[src/rtl/ram_loader_pkg.sv]
// ram_loader_pkg: shared states and widths for the byte-stream RAM loader.
package ram_loader_pkg;
    localparam int WORD_W = 32;
    localparam int ADDR_W = 16;
    localparam int LANES  = 4;
    localparam int IDX_W  = $clog2(LANES);
    typedef enum logic [2:0] {S_IDLE, S_RECV, S_WRITE, S_READBACK, S_DONE} state_e;
endpackage

[src/rtl/ram_loader_packer.sv]
// ram_loader_packer: assembles little-endian bytes into one RAM word.
module ram_loader_packer import ram_loader_pkg::*; (
    input  logic              clk_i,
    input  logic              rst_i,
    input  logic              clear_i,
    input  logic              take_i,
    input  logic [7:0]        byte_i,
    input  logic              last_i,
    output logic [WORD_W-1:0] word_o,
    output logic              full_o,
    output logic              last_o
);
    logic [IDX_W-1:0]  idx_q, idx_d;
    logic [WORD_W-1:0] word_q, word_d;
    logic              last_q, last_d;

    always_comb begin
        word_d = word_q;
        if (take_i) word_d[idx_q*8 +: 8] = byte_i;
        idx_d  = take_i ? idx_q + 1'b1 : idx_q;
        last_d = last_q | (take_i & last_i);
        full_o = take_i & ((idx_q == IDX_W'(LANES - 1)) | last_i);
    end

    // Clearing zeroes the word so a short final word has zero upper lanes.
    always_ff @(posedge clk_i) begin
        if (rst_i || clear_i) begin
            idx_q  <= '0;
            word_q <= '0;
            last_q <= 1'b0;
        end else begin
            idx_q  <= idx_d;
            word_q <= word_d;
            last_q <= last_d;
        end
    end

    assign word_o = word_q;
    assign last_o = last_q;
endmodule

[src/rtl/ram_loader.sv]
// ram_loader: streams bytes into a word RAM, then reads it back to verify the sum.
module ram_loader import ram_loader_pkg::*; #(
    parameter int MAX_WORDS = 1024
) (
    input  logic              clk_i,
    input  logic              rst_i,
    input  logic              start_i,
    input  logic              byte_valid_i,
    input  logic [7:0]        byte_data_i,
    input  logic              byte_last_i,
    output logic              byte_ready_o,
    output logic [ADDR_W-1:0] address_o,
    output logic [WORD_W-1:0] data_o,
    output logic              wren_o,
    input  logic [WORD_W-1:0] q_i,
    output logic              busy_o,
    output logic              done_o,
    output logic              error_o,
    output logic [ADDR_W:0]   word_count_o,
    output logic [WORD_W-1:0] checksum_o
);
    state_e            state_q, state_d;
    logic [ADDR_W:0]   count_q, count_d;
    logic [WORD_W-1:0] sum_q, sum_d, rb_sum_q, rb_sum_d;
    logic [ADDR_W-1:0] rb_addr_q, rb_addr_d;
    logic              err_q, err_d;
    logic [WORD_W-1:0] word;
    logic              full, last_seen, at_max, rb_final;

    ram_loader_packer u_packer (
        .clk_i   (clk_i),
        .rst_i   (rst_i),
        .clear_i (state_q != S_RECV),
        .take_i  (byte_valid_i && state_q == S_RECV),
        .byte_i  (byte_data_i),
        .last_i  (byte_last_i),
        .word_o  (word),
        .full_o  (full),
        .last_o  (last_seen)
    );

    assign at_max   = (count_q + 1'b1) == (ADDR_W + 1)'(MAX_WORDS);
    assign rb_final = ({1'b0, rb_addr_q} + 1'b1) == count_q;

    always_comb begin
        state_d   = state_q;
        count_d   = count_q;
        sum_d     = sum_q;
        rb_sum_d  = rb_sum_q;
        rb_addr_d = rb_addr_q;
        err_d     = err_q;
        case (state_q)
            S_IDLE, S_DONE: if (start_i) begin
                state_d   = S_RECV;
                count_d   = '0;
                sum_d     = '0;
                rb_sum_d  = '0;
                rb_addr_d = '0;
                err_d     = 1'b0;
            end
            S_RECV: state_d = full ? S_WRITE : S_RECV;
            S_WRITE: begin
                count_d = count_q + 1'b1;
                sum_d   = sum_q + word;
                err_d   = !last_seen && at_max;
                state_d = last_seen ? S_READBACK : at_max ? S_DONE : S_RECV;
            end
            S_READBACK: begin
                rb_sum_d  = rb_sum_q + q_i;
                rb_addr_d = rb_addr_q + 1'b1;
                err_d     = rb_final && (rb_sum_q + q_i != sum_q);
                state_d   = rb_final ? S_DONE : S_READBACK;
            end
            default: state_d = S_IDLE;
        endcase
    end

    always_ff @(posedge clk_i) begin
        if (rst_i) begin
            state_q   <= S_IDLE;
            count_q   <= '0;
            sum_q     <= '0;
            rb_sum_q  <= '0;
            rb_addr_q <= '0;
            err_q     <= 1'b0;
        end else begin
            state_q   <= state_d;
            count_q   <= count_d;
            sum_q     <= sum_d;
            rb_sum_q  <= rb_sum_d;
            rb_addr_q <= rb_addr_d;
            err_q     <= err_d;
        end
    end

    assign byte_ready_o = state_q == S_RECV;
    assign wren_o       = state_q == S_WRITE;
    assign data_o       = wren_o ? word : '0;
    assign address_o    = wren_o ? count_q[ADDR_W-1:0] : state_q == S_READBACK ? rb_addr_q : '0;
    assign busy_o       = state_q inside {S_RECV, S_WRITE, S_READBACK};
    assign done_o       = state_q == S_DONE;
    assign error_o      = err_q;
    assign word_count_o = count_q;
    assign checksum_o   = sum_q;
endmodule

[config.mk]
export PLATFORM = sky130hd
export DESIGN_NAME = ram_loader
export DESIGN_NICKNAME = d
export VERILOG_FILES = /design/src/rtl/ram_loader_pkg.sv /design/src/rtl/ram_loader_packer.sv /design/src/rtl/ram_loader.sv
export SDC_FILE = /design/constraint.sdc
export NUM_CORES = 1
export LEC_CHECK = 0
export BUFFER_PORTS_ARGS = -buffer_cell sky130_fd_sc_hd__buf_2
export CAP_MARGIN = 20
export CORE_MARGIN = 3
export CORE_UTILIZATION = 54
export DETAILED_ROUTE_END_ITERATION = 7
export PLACE_DENSITY = 0.84
export SYNTH_ARGS = -nofsm -noshare
export SYNTH_HDL_FRONTEND = slang
export SYNTH_SLANG_ARGS = --single-unit
[constraint.sdc]
create_clock -name clk_i -period 3.6 [get_ports clk_i]
set_clock_uncertainty 0.2 [all_clocks]
set_input_delay 0.72 -clock clk_i [delete_from_list [all_inputs] [get_ports clk_i]]
set_output_delay 0.72 -clock clk_i [all_outputs]
set_load 0.01 [all_outputs]
==> results of run 1 <==
logic make-up after synthesis:
kind of cell,count (synthesis),share of synthesized area [%]
AOI/OAI and AO/OA,407,26.03
muxes,3,0.2922
buffers and inverters,119,4.418
adders and majority gates,73,8.672
DFF,136,25.43
and+or+nand+nor,543,25.28
xor gates and xnor gates,100,9.876
stage by stage:
| stage | utilization (%) | worst slack [ns] |
|---|---|---|
| 2_1_floorplan | - | -0.02358 |
| 3_3_place_gp | 65.70 | -0.3719 |
| 3_5_place_dp | 65.70 | -0.4809 |
| 4_1_cts | 69.06 | 0.01748 |
| 5_1_grt | 69.46 | -0.04114 |
| 6_report | 69.46 | 0.03877 |
registers in the layout, indices dropped and copies added (netlist names):
name,flops
rb_addr_q,16
u_packer.idx_q,2
u_packer.word_o,32
error_o,1
word_count_o,17
rb_sum_q,32
checksum_o,32
u_packer.last_o,1
state_q,3
per-layer routing:
layer | up-vias | share of wire, % | routed length [um]
li1 | 5565 | - | -
met1 | 5567 | 41 | 14360
met2 | 636 | 46 | 16080
met3 | 97 | 10 | 3644
met4 | 0 | 3.5 | 1233
met5 | - | 0 | 0
timing repair:
action / 4_1_cts / 5_1_grt
setup buffers: 2 / 2
hold endpoints to repair: 0 / 0
pin swaps: 3 / 9
setup endpoints to repair: 1 / 22
hold buffers: 0 / 0
gates resized for setup: 2 / 14
critical path, stage by stage:
cell and delay (ns):
buf_2 0.11, ha_4 0.14, inv_1 0.05, fa_2 0.34, nor2b_1 0.12, o211ai_1 0.16, a211oi_2 0.30, buf_4 0.16
o41ai_2 0.09, o31ai_1 0.23, buf_4 0.16, xor3_1 0.23, nor4_2 0.26, nand4_1 0.15, nor4_2 0.35, a31oi_1 0.12
path summary, 6_finish.rpt:
kind                 from            to  slack [ns]  cells past startpoint
min reg2reg  rb_sum_q[14]  rb_sum_q[14]        0.27                      2
max reg2reg   rb_sum_q[0]       error_o        0.10                     15
min          rb_sum_q[14]  rb_sum_q[14]        0.27                      2
max                q_i[0]       error_o        0.04                     16
placed cells by master, fill, tap and decap left out, types with 56 or more instances in the layout:
master,synthesis,routed
nand3_1,56,56
buf_2,12,146
nand2_1,113,113
xnor2_1,57,57
dfxtp_1,136,135
o21ai_0,56,56
buf_4,1,153
a21oi_1,111,109
ha_1,71,70
nor2_1,158,157
a22oi_1,61,61
layout make-up:
class,count,area [sq um],area share (%)
flip-flops and latches,136,2724,20.55
diodes,2,5.005,0.03776
well taps,260,325.3,2.455
clock inverters,13,157.7,1.190
multi-input cells,1126,7596,57.32
repair buffers,299,1879,14.18
clock buffers,19,452.9,3.418
inverters,29,112.6,0.8497
where the power goes:
part / total (mW) / internal (mW) / switching (mW)
logic: 0.414 / 0.160 / 0.253
clock network: 1.85 / 1.08 / 0.773
registers: 1.52 / 1.51 / 0.00645
==> results.toml, run 1 <==
[synthesis]
synth_area_sq_um = 10710
yosys_register_bits = 136
yosysMostFrequentCell = "nor2_1"
synth_edf_count = 0
synth_area_per_cell_sq_um = 7.752
syn_inst = 1381
async_reset_ff_share_pct = 0
ys_types = 84
ys.flop_type = "dfxtp_1"
synthesis.nets = 1499
synth_common_cells = "nor2_1, dfxtp_1, nand2_1"
yosysTopAreaCell = "dfxtp_1"
synth_area_leaders = "dfxtp_1, ha_1, nor2_1"
synth_seq_area_share_pct = 25.43
synth_top_area_share_pct = 25.43
synth_warnings = 0

[worst_setup_path]
start_kind = "primary input"
path_max_fanout = 2
cp.required_ns = 3.71
arrival_ns = 3.67
path_class = "in -> reg"
crit_path_end_kind = "flip-flop"

[placement]
placed_cells = 1846
gp_congestion = 0.9614
dpl_cell_area_sq_um = 12540
dpl.hpwl_um = 25910
port_buffers = 146

[routing]
wire_per_inst_um = 18.75
drt_iter0_drc = 1157
firstDrtPassIters = 6
wirelength_um = 35320
drc = 0
via_per_inst = 6.298
detail-route-antenna-nets = 0
num_vias = 11865

[floorplanning]
placement_rows = 50
io_pins = 147
die_area_sq_um = 21550
die_w_um = 146.8
die_y_um = 146.8
core_area_sq_um = 19080
start_util_pct = 56.10

[cts]
root_buffer = "clkbuf_16"
cts_buffers = 17
clk_pin_slew_worst_paths_ns = 0.07
clk_latency_ns = 0.43
cts_tree = "built"
cts_max_path_buffers = 2
h-tree-depth = 4
cts.sink_count = 136

[final_layout]
drive_gt1_share_pct = 23.12
final_nets = 1727
layout.cells.non_filler = 1884
fin_area_sq_um = 13250
area_delta_synth_final_pct = 23.80
fillCellCount = 1503

[timing]
maxSlewViolCount = 0
tightest_slew_ns = 1.033
period_share_pct = 98.92
hold_violations = 0
fmax_mhz = 280.8
layout_min_cycle_time_ns = 3.561
rsz0062_at_grt = "yes"
report.final.setup_viol = 0
hold_slack_ns = 0.2653
tns_ns = 0
relSlewSlack_pct = 30.98

[global_routing]
busiest_layer = "met2"
grt_pass1_wl_um = 55520
grtUsageMet2_pct = 50.56
grt_pass1_vias = 10876
grt_usage_pct = 31.26
antenna_found_initial = 2
grt_max_degree = 50
grt-ovfl-total = 0
met1_usage_pct = 42.37
met3_usage_pct = 4.966

[flow_run]
cap_viol_max_count = 0

[power_and_ir_drop]
power_density_nw_per_um2 = 285.2
vdd_drop_max_uv = 338.3
p_leak_nw = 6.103
finalPower_mw = 3.779

[worst_hold_path]
hp-class = "reg -> reg"

[outcome]
status = "complete, no violations"
Power figures use the tool's default switching activity.
==> run 2: changes to the inputs <==
--- a/config.mk
+++ b/config.mk
@@ -10,6 +10,7 @@
 export CORE_MARGIN = 3
 export CORE_UTILIZATION = 54
 export DETAILED_ROUTE_END_ITERATION = 7
+export MAX_ROUTING_LAYER = met4
 export PLACE_DENSITY = 0.84
 export SYNTH_ARGS = -nofsm -noshare
 export SYNTH_HDL_FRONTEND = slang
==> run 2 against run 1 <==
Largest power group unchanged. Global-route usage increased by 0.085 points. Fmax shrank 2.0%. Register-to-register slack got worse by 0.08 ns. Flip-flop and latch count is the same. Highest routed layer unchanged. Clock power is 6% lower. Cell count about the same. Total power down 3.1%. Hold slack about the same. Critical endpoint unchanged. The flow now finishes with violations (DRC, setup timing).
==> results.toml, run 2 (synthesized netlist as in run 1, its figures left out) <==
[timing]
worst_slack_ns = -0.03330
rsz0062_at_grt = "yes"
maxSlewViolCount = 0
layout_min_cycle_time_ns = 3.633
tightest_slew_ns = 0.9927
fmax_mhz = 275.2
report.final.setup_viol = 1
relSlewSlack_pct = 33.66
period_share_pct = 100.9
hold_violations = 0
hold_slack_ns = 0.2656

[floorplanning]
die_y_um = 146.8
die_w_um = 146.8
placement_rows = 50
io_pins = 147
start_util_pct = 56.10
core_area_sq_um = 19080
die_area_sq_um = 21550

[cts]
cts_hold_buf = 0
cts.sink_count = 136
cts_tree = "built"
cts_max_path_buffers = 2
clk_latency_ns = 0.43
root_buffer = "clkbuf_16"
clk_pin_slew_worst_paths_ns = 0.07
cts_buffers = 17
h-tree-depth = 4

[routing]
firstDrtPassIters = 8
num_vias = 11772
via_per_inst = 6.252
drt_iter0_drc = 1223
wire_per_inst_um = 18.51
detail-route-antenna-nets = 0
drc = 1
wirelength_um = 34850

[global_routing]
grt_usage_pct = 31.34
grt_pass1_wl_um = 53760
antenna_found_initial = 1
grt-ovfl-total = 0
grt_max_degree = 53
grt_pass1_vias = 10666

[worst_setup_path]
crit_path_end_kind = "flip-flop"
rr_startpoint = "rb_sum_q[0]"
path_class = "in -> reg"
start_kind = "primary input"
cp.required_ns = 3.70
r2r_end = "error_o"
r2r_setup_slack_ns = 0.02
arrival_ns = 3.74
worstRegToRegCells = 15
path_max_fanout = 3

[final_layout]
area_delta_synth_final_pct = 23.40
drive_gt1_share_pct = 23.06
fin_area_sq_um = 13210
layout.cells.non_filler = 1883
layout_commonest_cell = "nor2_1"
most-common-layout-cells = "nor2_1, buf_4, buf_2"
final_nets = 1727

[outcome]
status = "finished, violations left"
violations = "DRC, setup timing"

[placement]
dpl.hpwl_um = 25880
placed_cells = 1844
dpl_worst_slack_ns = -0.5132
port_buffers = 146
dpl_cell_area_sq_um = 12520
gp_congestion = 0.9831

[power_and_ir_drop]
vdd_drop_max_uv = 248.3
p_leak_nw = 6.086
power_density_nw_per_um2 = 277.2

[worst_hold_path]
hold_start = "rb_sum_q[14]"
hp-class = "reg -> reg"
holdPathEnd = "rb_sum_q[14]"
holdPathStages = 2

[flow_run]
cap_viol_max_count = 0
run 2: worst max-delay path by stage:
stage	to	startpoint
after floorplan	error_o	q_i[0]
after global placement	error_o	q_i[0]
after detailed placement	error_o	q_i[0]
after CTS	error_o	q_i[0]
after global routing	error_o	q_i[0]
final	error_o	q_i[0]
run 2: worst max-delay path, cell delays in order:
cell,delay [ns]
buf_2,0.11
ha_4,0.13
inv_1,0.05
fa_2,0.35
nor2b_1,0.12
o211ai_1,0.15
a211oi_2,0.36
buf_4,0.17
o41ai_2,0.08
o31ai_1,0.23
buf_4,0.17
xor3_1,0.22
nor4_2,0.29
nand4_1,0.16
nor4_2,0.31
a31oi_1,0.11
run 2: area by class of cell:
| cell class | instances | area [sq um] |
|---|---|---|
| fillers | 1494 | 5871 |
| flip-flops and latches | 136 | 2724 |
| repair buffers | 299 | 1879 |
| clock inverters | 15 | 140.1 |
| multi-input cells | 1126 | 7601 |
| diodes | 1 | 2.502 |
| inverters | 29 | 112.6 |
| clock buffers | 17 | 425.4 |
| well taps | 260 | 325.3 |
run 2: where the power goes:
part / internal (mW) / leakage [nW] / switching (mW)
sequential: 1.51 / 1.10 / 0.00635
clock: 0.967 / 0.279 / 0.765
combinational: 0.161 / 4.71 / 0.253
total: 2.64 / 6.09 / 1.03
run 2: repair_timing:
item | 4_1_cts | 5_1_grt
resized for setup | 1 | 13
endpoints found under the setup margin | 1 | 18
cloned | 0 | 0
setup buffers | 2 | 4
pin swaps | 2 | 10
run 2: per-layer routing:
| layer | track usage [%] | vias up | part of all wire, % |
|---|---|---|---|
| met4 | 11.29 | 0 | 2.9 |
| met1 | 41.36 | 5531 | 42 |
| li1 | - | 5551 | - |
| met5 | - | - | 0 |
| met2 | 48.81 | 602 | 46 |
| met3 | 5.028 | 88 | 9.3 |
run 2: stage by stage:
step / setup TNS [ns] / util (%) / power (mW)
after global routing: -0.1213 / 69.23 / 3.761
final: -0.03330 / 69.23 / 3.662
after global placement: -0.5119 / 65.63 / 1.940
after floorplan: -0.02358 / - / 1.790
after CTS: 0 / 68.70 / 3.652
after detailed placement: -0.8743 / 65.63 / 1.949
